## config.mk

```make
export PLATFORM = sky130hd
export DESIGN_NAME = vga_sincronizador
export DESIGN_NICKNAME = d
export VERILOG_FILES = /design/src/rtl/vga_pkg.sv /design/src/rtl/contador_modulo.sv /design/src/rtl/vga_sincronizador.sv
export SDC_FILE = /design/constraint.sdc
export NUM_CORES = 1
export LEC_CHECK = 0
export ABC_AREA = 1
export CAP_MARGIN = 20
export CORE_ASPECT_RATIO = 0.8
export CORE_MARGIN = 4
export CORE_UTILIZATION = 28
export CTS_BUF_LIST = sky130_fd_sc_hd__clkbuf_4 sky130_fd_sc_hd__clkbuf_8
export CTS_CLUSTER_SIZE = 12
export DETAILED_ROUTE_END_ITERATION = 16
export PLACE_DENSITY = 0.43
export SETUP_SLACK_MARGIN = 0.05
export SLEW_MARGIN = 20
export SYNTH_ARGS = -nofsm -noshare
export SYNTH_HDL_FRONTEND = slang
export SYNTH_HIERARCHICAL = 1
export SYNTH_SLANG_ARGS = --single-unit
```

## constraint.sdc

```tcl
create_clock -name VGA_clk -period 2.9 [get_ports VGA_clk]
set_clock_uncertainty 0.2 [all_clocks]
set_input_delay 0.58 -clock VGA_clk [delete_from_list [all_inputs] [get_ports VGA_clk]]
set_output_delay 0.58 -clock VGA_clk [all_outputs]
set_load 0.01 [all_outputs]
```

## src/rtl/vga_pkg.sv

```systemverilog
`default_nettype none
// ============================================================================
// Module  : vga_pkg
// Purpose : 640x480@60 Hz timing set, derived totals and coordinate widths.
// Rev     : 1.0  initial release
// ============================================================================
package vga_pkg;

    localparam int unsigned c_H_VISIBLE = 640;
    localparam int unsigned c_H_FP      = 16;
    localparam int unsigned c_H_SYNC    = 96;
    localparam int unsigned c_H_BP      = 48;
    localparam int unsigned c_V_VISIBLE = 480;
    localparam int unsigned c_V_FP      = 10;
    localparam int unsigned c_V_SYNC    = 2;
    localparam int unsigned c_V_BP      = 33;

    localparam int unsigned c_H_TOTAL = c_H_VISIBLE + c_H_FP + c_H_SYNC + c_H_BP;
    localparam int unsigned c_V_TOTAL = c_V_VISIBLE + c_V_FP + c_V_SYNC + c_V_BP;

    localparam int unsigned COL_W     = 10;
    localparam int unsigned ROW_W     = 9;
    localparam int unsigned c_V_CNT_W = 10;

endpackage : vga_pkg
`default_nettype wire

```

## src/rtl/contador_modulo.sv

```systemverilog
`default_nettype none
// ============================================================================
// Module  : contador_modulo
// Purpose : Enabled modulo-MODULO wrap counter exposing its next value.
// Rev     : 1.0  initial release
// ============================================================================
module contador_modulo #(
    parameter int unsigned MODULO = 800,
    parameter int unsigned WIDTH  = 10
) (
    input  logic             clk,
    input  logic             rst_n,
    input  logic             i_en,
    output logic [WIDTH-1:0] o_count_next,
    output logic             o_last_next,
    output logic             o_wrap
);

    localparam logic [WIDTH-1:0] c_LAST = WIDTH'(MODULO - 1);

    logic [WIDTH-1:0] r_count;
    logic [WIDTH-1:0] w_next;
    logic             w_at_last;

    assign w_at_last = (r_count == c_LAST);

    always_comb begin
        w_next = r_count;
        if (i_en) begin
            w_next = w_at_last ? '0 : r_count + WIDTH'(1);
        end
    end

    always_ff @(posedge clk or negedge rst_n) begin
        if (!rst_n) begin
            r_count <= '0;
        end else begin
            r_count <= w_next;
        end
    end

    // Next-value taps let the owner register outputs aligned with the count.
    assign o_count_next = w_next;
    assign o_last_next  = (w_next == c_LAST);
    assign o_wrap       = i_en & w_at_last;

endmodule : contador_modulo
`default_nettype wire

```

## src/rtl/vga_sincronizador.sv

```systemverilog
`default_nettype none
// ============================================================================
// Module  : vga_sincronizador
// Purpose : VGA raster timing: coordinates, syncs, blanking, line/frame ticks.
//           VGA_SYNC_PIX_DIV2_EN: VGA_clk is 2x pixel rate, enable every 2nd clk.
// Rev     : 1.0  initial release
// ============================================================================
module vga_sincronizador
    import vga_pkg::*;
#(
    parameter int unsigned H_VISIBLE   = c_H_VISIBLE,
    parameter int unsigned H_FP        = c_H_FP,
    parameter int unsigned H_SYNC      = c_H_SYNC,
    parameter int unsigned H_BP        = c_H_BP,
    parameter int unsigned V_VISIBLE   = c_V_VISIBLE,
    parameter int unsigned V_FP        = c_V_FP,
    parameter int unsigned V_SYNC      = c_V_SYNC,
    parameter int unsigned V_BP        = c_V_BP,
    parameter logic        SYNC_ACTIVE = 1'b0
) (
    input  logic             VGA_clk,
    input  logic             rst_n,
    output logic [COL_W-1:0] xCol,
    output logic [ROW_W-1:0] yRow,
    output logic             hsync,
    output logic             vsync,
    output logic             displayArea,
    output logic             line_tick,
    output logic             frame_tick
);

    localparam int unsigned c_H_TOT = H_VISIBLE + H_FP + H_SYNC + H_BP;
    localparam int unsigned c_V_TOT = V_VISIBLE + V_FP + V_SYNC + V_BP;

    localparam logic [COL_W-1:0]     c_H_VIS    = COL_W'(H_VISIBLE);
    localparam logic [COL_W-1:0]     c_HS_START = COL_W'(H_VISIBLE + H_FP);
    localparam logic [COL_W-1:0]     c_HS_END   = COL_W'(H_VISIBLE + H_FP + H_SYNC);
    localparam logic [c_V_CNT_W-1:0] c_V_VIS    = c_V_CNT_W'(V_VISIBLE);
    localparam logic [c_V_CNT_W-1:0] c_VS_START = c_V_CNT_W'(V_VISIBLE + V_FP);
    localparam logic [c_V_CNT_W-1:0] c_VS_END   = c_V_CNT_W'(V_VISIBLE + V_FP + V_SYNC);

    generate
        if ((c_H_TOT > (1 << COL_W)) || (c_V_TOT > (1 << c_V_CNT_W))) begin : g_width_check
            $error("vga_sincronizador: timing totals do not fit the 10-bit counters");
        end
    endgenerate

    logic w_pix_en;

`ifdef VGA_SYNC_PIX_DIV2_EN
    logic r_pix_toggle;

    always_ff @(posedge VGA_clk or negedge rst_n) begin
        if (!rst_n) begin
            r_pix_toggle <= 1'b0;
        end else begin
            r_pix_toggle <= ~r_pix_toggle;
        end
    end

    assign w_pix_en = r_pix_toggle;
`else
    assign w_pix_en = 1'b1;
`endif

    logic [COL_W-1:0]     w_h_next;
    logic [c_V_CNT_W-1:0] w_v_next;
    logic                 w_h_last_next;
    logic                 w_v_last_next;
    logic                 w_h_wrap;
    logic                 w_unused_v_wrap;

    contador_modulo #(
        .MODULO (c_H_TOT),
        .WIDTH  (COL_W)
    ) u_h_cnt (
        .clk          (VGA_clk),
        .rst_n        (rst_n),
        .i_en         (w_pix_en),
        .o_count_next (w_h_next),
        .o_last_next  (w_h_last_next),
        .o_wrap       (w_h_wrap)
    );

    contador_modulo #(
        .MODULO (c_V_TOT),
        .WIDTH  (c_V_CNT_W)
    ) u_v_cnt (
        .clk          (VGA_clk),
        .rst_n        (rst_n),
        .i_en         (w_h_wrap),
        .o_count_next (w_v_next),
        .o_last_next  (w_v_last_next),
        .o_wrap       (w_unused_v_wrap)
    );

    logic w_v_vis_next;
    logic w_hs_next;
    logic w_vs_next;

    assign w_v_vis_next = (w_v_next < c_V_VIS);
    assign w_hs_next    = (w_h_next >= c_HS_START) && (w_h_next < c_HS_END);
    assign w_vs_next    = (w_v_next >= c_VS_START) && (w_v_next < c_VS_END);

    // Outputs are decoded from next counts so they land with xCol, zero skew.
    always_ff @(posedge VGA_clk or negedge rst_n) begin
        if (!rst_n) begin
            xCol        <= '0;
            yRow        <= '0;
            displayArea <= 1'b1;
            hsync       <= ~SYNC_ACTIVE;
            vsync       <= ~SYNC_ACTIVE;
            line_tick   <= 1'b0;
            frame_tick  <= 1'b0;
        end else begin
            xCol        <= w_h_next;
            yRow        <= w_v_vis_next ? w_v_next[ROW_W-1:0] : '0;
            displayArea <= (w_h_next < c_H_VIS) && w_v_vis_next;
            hsync       <= w_hs_next ? SYNC_ACTIVE : ~SYNC_ACTIVE;
            vsync       <= w_vs_next ? SYNC_ACTIVE : ~SYNC_ACTIVE;
            line_tick   <= w_h_last_next;
            frame_tick  <= w_h_last_next && w_v_last_next;
        end
    end

endmodule : vga_sincronizador
`default_nettype wire

```

# [After elaboration in Yosys (flattened, before gate mapping)]
# Index checks and enable logic that the tools add are counted.
[classes] n_mux=6 reduce_logical=4 order_cmp=6 addsub=2 eq_ne=4
[ops] operator="$eq 10x10->1 const B" count=4
[ops] operator="$mux 10" count=3
[ops] operator="$add 10x1->10 const B" count=2
[ops] operator="$lt 10x10->1 const B" count=2
[ops] operator="$lt 10x9->1 const B" count=2
[ops] operator="$ge 10x10->1 const B" count=1
[ops] operator="$ge 10x9->1 const B" count=1
[ops] operator="$mux 9" count=1
[ops] operator="$logic_and 1x1->1" count=4
[ops] operator="$mux 1" count=2
[word_totals] reg_bits=34 input_bits=2

# [Longest topological paths before layout]
# Gate-level depths: netlist (run 1).
[logic_depth] ltp_word=6 mapped_depth=16 ltp_nobuf=15

# [Modules after synthesis]
# Netlist (run 1), hierarchy kept.
[modules_own_cells] module="vga_sincronizador" area_each_um2=770.7 cells_each=63 seq_area_each_um2=604.3 n_inst=1
[modules_own_cells] module="contador_modulo at u_h_cnt" area_each_um2=661.9 cells_each=94 seq_area_each_um2=250.2 n_inst=1
[modules_own_cells] module="contador_modulo at u_v_cnt" area_each_um2=653.1 cells_each=99 seq_area_each_um2=250.2 n_inst=1

# [Least setup slack after synthesis (run 1)]
# OpenSTA, ideal clock, no wires.
[synth_path] path_kind="flip-flop to flip-flop" startpoint="register u_h_cnt.r_count[0]" endpoint="register yRow[0]" period_less_slack_ns=2.327 arrival_ns=2.000 setup_time_ns=0.126 t_required_ns=2.574 stages_incl_launch_ff=16 path_slack_ns=0.573 path_cell_list="dfrtp_1 -> ha_1 -> nand2_1 -> nor2_1 -> nand3_2 -> inv_1 -> buf_4 -> inv_1 -> nor3_1 -> nand2_1 -> nand2_1 -> nand2_1 -> inv_1 -> nand2_1 -> o21ai_4 -> nor2_1"
[synth_via] elab_chain_cells=4
[synth_lines] element="from (decl)" line_no="contador_modulo.sv:21" rtl="logic [WIDTH-1:0] r_count;"
[synth_lines] element="from (signal assigned)" line_no="contador_modulo.sv:38" rtl="r_count <= w_next;"
[synth_lines] element="$eq 10x10->1" line_no="contador_modulo.sv:25" rtl="assign w_at_last = (r_count == c_LAST);"
[synth_lines] element="named net w_h_wrap" line_no="vga_sincronizador.sv:70" rtl="logic w_h_wrap;"
[synth_lines] element="$mux 10" line_no="contador_modulo.sv:29" rtl="if (i_en) begin"
[synth_lines] element="named net w_v_next[8]" line_no="vga_sincronizador.sv:67" rtl="logic [c_V_CNT_W-1:0] w_v_next;"
[synth_lines] element="$lt 10x9->1" line_no="vga_sincronizador.sv:101" rtl="assign w_v_vis_next = (w_v_next < c_V_VIS);"
[synth_lines] element="$mux 9" line_no="vga_sincronizador.sv:117" rtl="yRow <= w_v_vis_next ? w_v_next[ROW_W-1:0] : '0;"
[synth_lines] element="to (signal assigned)" line_no="vga_sincronizador.sv:117"
[synth_lines] element="to (decl)" line_no="vga_sincronizador.sv:24" rtl="output logic [ROW_W-1:0] yRow,"
# The timed path passes the listed nets, and every way through them passes these cells.

# [Worst setup path after layout (run 1)]
[layout_path] startpoint="register u_h_cnt.r_count[0]" endpoint="register yRow[5]"
# Same word-level chain as after synthesis.

==> out/metrics.csv, run 1 <==
stage,metric,value,unit
run_status,run_status,completed,
final_layout,drive_above_1_share,12.29,%
floorplanning,start_util,29.54,%
grt,antenna_found_initial,0,
timing,finalSetupViolations,0,
synth,synth_area,0.002086,mm2
pwr,power_density,798.2,mW/mm2
grt,grt_overflow,0,
synth,syn_avg_cell_area,8.147,um2
clock_network,cts_made_buffers,5,
min_path,holdCritPathClass,input port to async pin,
place,pre_cts_ws,0.1751,ns
detailed_routing,wl_per_cell,12.34,um
worst_setup_path,r2r_cells,15,
synth,synth_nets,261,
final_layout,final_cells,380,
pwr,power,2.112,mW
clock_network,clk-insertion-delay-late,0.29,ns
clock_network,cts_root_buf,clkbuf_8,
synth,ys_seq_area_share,52.97,%
worst_setup_path,r2r_start,u_h_cnt/r_count[0],
worst_setup_path,path_max_fanout,10,
detailed_routing,drtIter0Drc,109,
detailed_routing,via_per_inst,4.213,
final_layout,fin_nets,297,
timing,hold_viol,0,
synth,synth_cell_type_count,21,
worst_setup_path,path_common_cell,nand2_1,
worst_setup_path,path_delay_family,simple AND/OR/NAND/NOR gates,
final_layout,final_common_cell,nand2_1,
final_layout,n_antenna_cell,0,
timing,rsz0062_at_grt,false,
floorplanning,die-area,0.008902,mm2
detailed_routing,drt-pass1-iter-count,4,
worst_setup_path,critPathSlowestCell,dfrtp_1,
floorplanning,coreArea,0.007061,mm2
worst_setup_path,r2r_setup_slack,0.31,ns
timing,period_needed,2.588,ns
synth,ys_ff_latch,44,
pwr,power_leakage,1.395,nW
worst_setup_path,critical_path_required,2.89,ns
grt,gr-usage-all-layers,11.32,%
worst_setup_path,r2r_end,yRow[5],
clock_network,cts_max_path_buffers,2,
clock_network,clkTransAtPathRegs,0.09,ns
grt,grt_pass1_vias,1571,
grt,grt_max_degree,25,
clock_network,cts_hold_buffers,0,
pwr,vdd_ir_drop_max,0.0003179,V
timing,slew_viol_final,0,
synth,synth_warnings,6,
clock_network,cts.sinks,44,
worst_setup_path,cp.arrival,2.58,ns
place,dpl.cell_count,368,
timing,postLayoutSetupSlackWorst,0.3123,ns
clock_network,tritoncts,built,
floorplanning,top_level_ports,26,
place,portBuffers,25,
detailed_routing,drc_errors,0,
timing,setup_tns,0,ns
timing,min_period_over_period,89.23,%
floorplanning,dieHeight,85.20,um
synth,syn_inst,256,
detailed_routing,antenna_left,0,
final_layout,final_cell_mix,"62 x nand2_1, 53 x inv_1, 41 x dfrtp_1",
place,dp_hpwl,3457,um
worst_setup_path,max_stage_delay,0.41,ns
place,place_congestion,0.8232,
run,drv_cap,0,
worst_setup_path,critPathBufInv,3,
floorplanning,row_count,27,
floorplanning,die_width,104.5,um
grt,grt_pass1_wl,7955,um
final_layout,area_delta_synth_final,26.87,%
worst_setup_path,worstSetupStartpointType,register,
timing,fmax,386.5,MHz
detailed_routing,num_vias,1601,
worst_setup_path,worstPathCellList,ha_1 > nand2_1 > nor2_1 > nand3_2 > clkinvlp_4 > nand3_2 > nor2_2 > nand2_1 > nand2_1 > nand2_1 > inv_1 > nand2_1 > o21ai_4 > buf_12 > nor2_1,
worst_setup_path,critical_path_class,register to register,
clock_network,cts.htree.levels,2,
detailed_routing,drt_wl_total,4688,um
worst_setup_path,end_kind,register,
==> Yosys cell counts <==
master	instances	area, um2
a21oi_1	2	10.01
buf_4	1	7.510
buf_6	1	11.26
conb_1	1	3.750
dfrtp_1	41	1026
dfstp_2	3	78.83
ha_1	3	37.54
inv_1	54	202.7
inv_2	1	3.750
nand2_1	62	232.7
nand2_2	2	12.51
nand3_1	16	80.08
nand3_2	5	50.05
nand3_4	1	17.52
nand4_1	7	43.79
nor2_1	37	138.9
nor2_2	6	37.54
nor3_1	3	15.01
o21ai_0	5	25.02
o21ai_4	1	16.27
xor2_1	4	35.03
==> area by class of cell <==
cell class | instances | area [um2]
Tap cell | 87 | 108.9
Clock buffer | 5 | 68.82
Multi-Input combinational cell | 155 | 760.7
Sequential cell | 44 | 1105
Inverter | 55 | 210.2
Clock inverter | 3 | 90.09
Timing Repair Buffer | 31 | 302.8
Fill cell | 741 | 4414
==> routing by layer <==
layer	track usage, %	share of wire (%)	up-vias
met1	16.68	53	718
met3	3.270	6.9	2
met4	3.623	0.68	0
met5	0	0	-
li1	-	-	839
met2	15.83	39	42
==> per-stage QoR <==
stage	hold slack [ns]	area, um2	utilization [%]
2_1_floorplan	0.08441	2086	-
3_3_place_gp	0.3774	2436	34.50
3_5_place_dp	0.3844	2436	34.50
4_1_cts	0.05277	2595	36.75
5_1_grt	0.06755	2646	37.48
6_report	0.03549	2646	37.48
==> how the worst max path moves through the flow <==
stage	depth (start not counted)	endpoint	from	slack, ns
after floorplan	15	yRow[0]	u_h_cnt/r_count[0]	0.57
after global placement	14	yRow[7]	u_h_cnt/r_count[0]	0.27
after detailed placement	14	yRow[5]	u_h_cnt/r_count[0]	0.18
after CTS	14	yRow[5]	u_h_cnt/r_count[0]	0.15
after global routing	14	yRow[2]	u_h_cnt/r_count[0]	0.05
final	15	yRow[5]	u_h_cnt/r_count[0]	0.31
==> timing repair <==
item,CTS,global route
setup buffers,0,4
gates resized for setup,0,2
setup endpoints to repair,0,11
endpoints found under the hold margin,0,0
==> logic make-up after synthesis <==
family	count (synthesis)	synth area share [%]
AO/OA/AOI/OAI	8	2.460
XOR/XNOR	4	1.679
adder cells (fa/ha/maj)	3	1.800
buffers and inverters	57	10.80
flip-flops	44	52.97
other	1	0.1798
AND/OR/NAND/NOR	139	30.11
==> flip-flops by register name, summed over array words and instances, names as in the netlist <==
register	count
u_v_cnt/r_count	10
hsync	1
yRow	9
xCol	10
displayArea	1
line_tick	1
frame_tick	1
u_h_cnt/r_count	10
vsync	1
==> power by group <==
group	internal, mW	switching [mW]	total [mW]
Sequential	0.754	0.103	0.857
Combinational	0.251	0.361	0.611
Clock	0.431	0.213	0.644
Total	1.44	0.677	2.11
Power figures use the tool's default switching activity.
==> run 2: changes to the inputs <==
Settings changed: TNS_END_PERCENT set to 20.
==> results of run 2 <==
The final DEF is identical to that of run 1; final timing and power are the same.
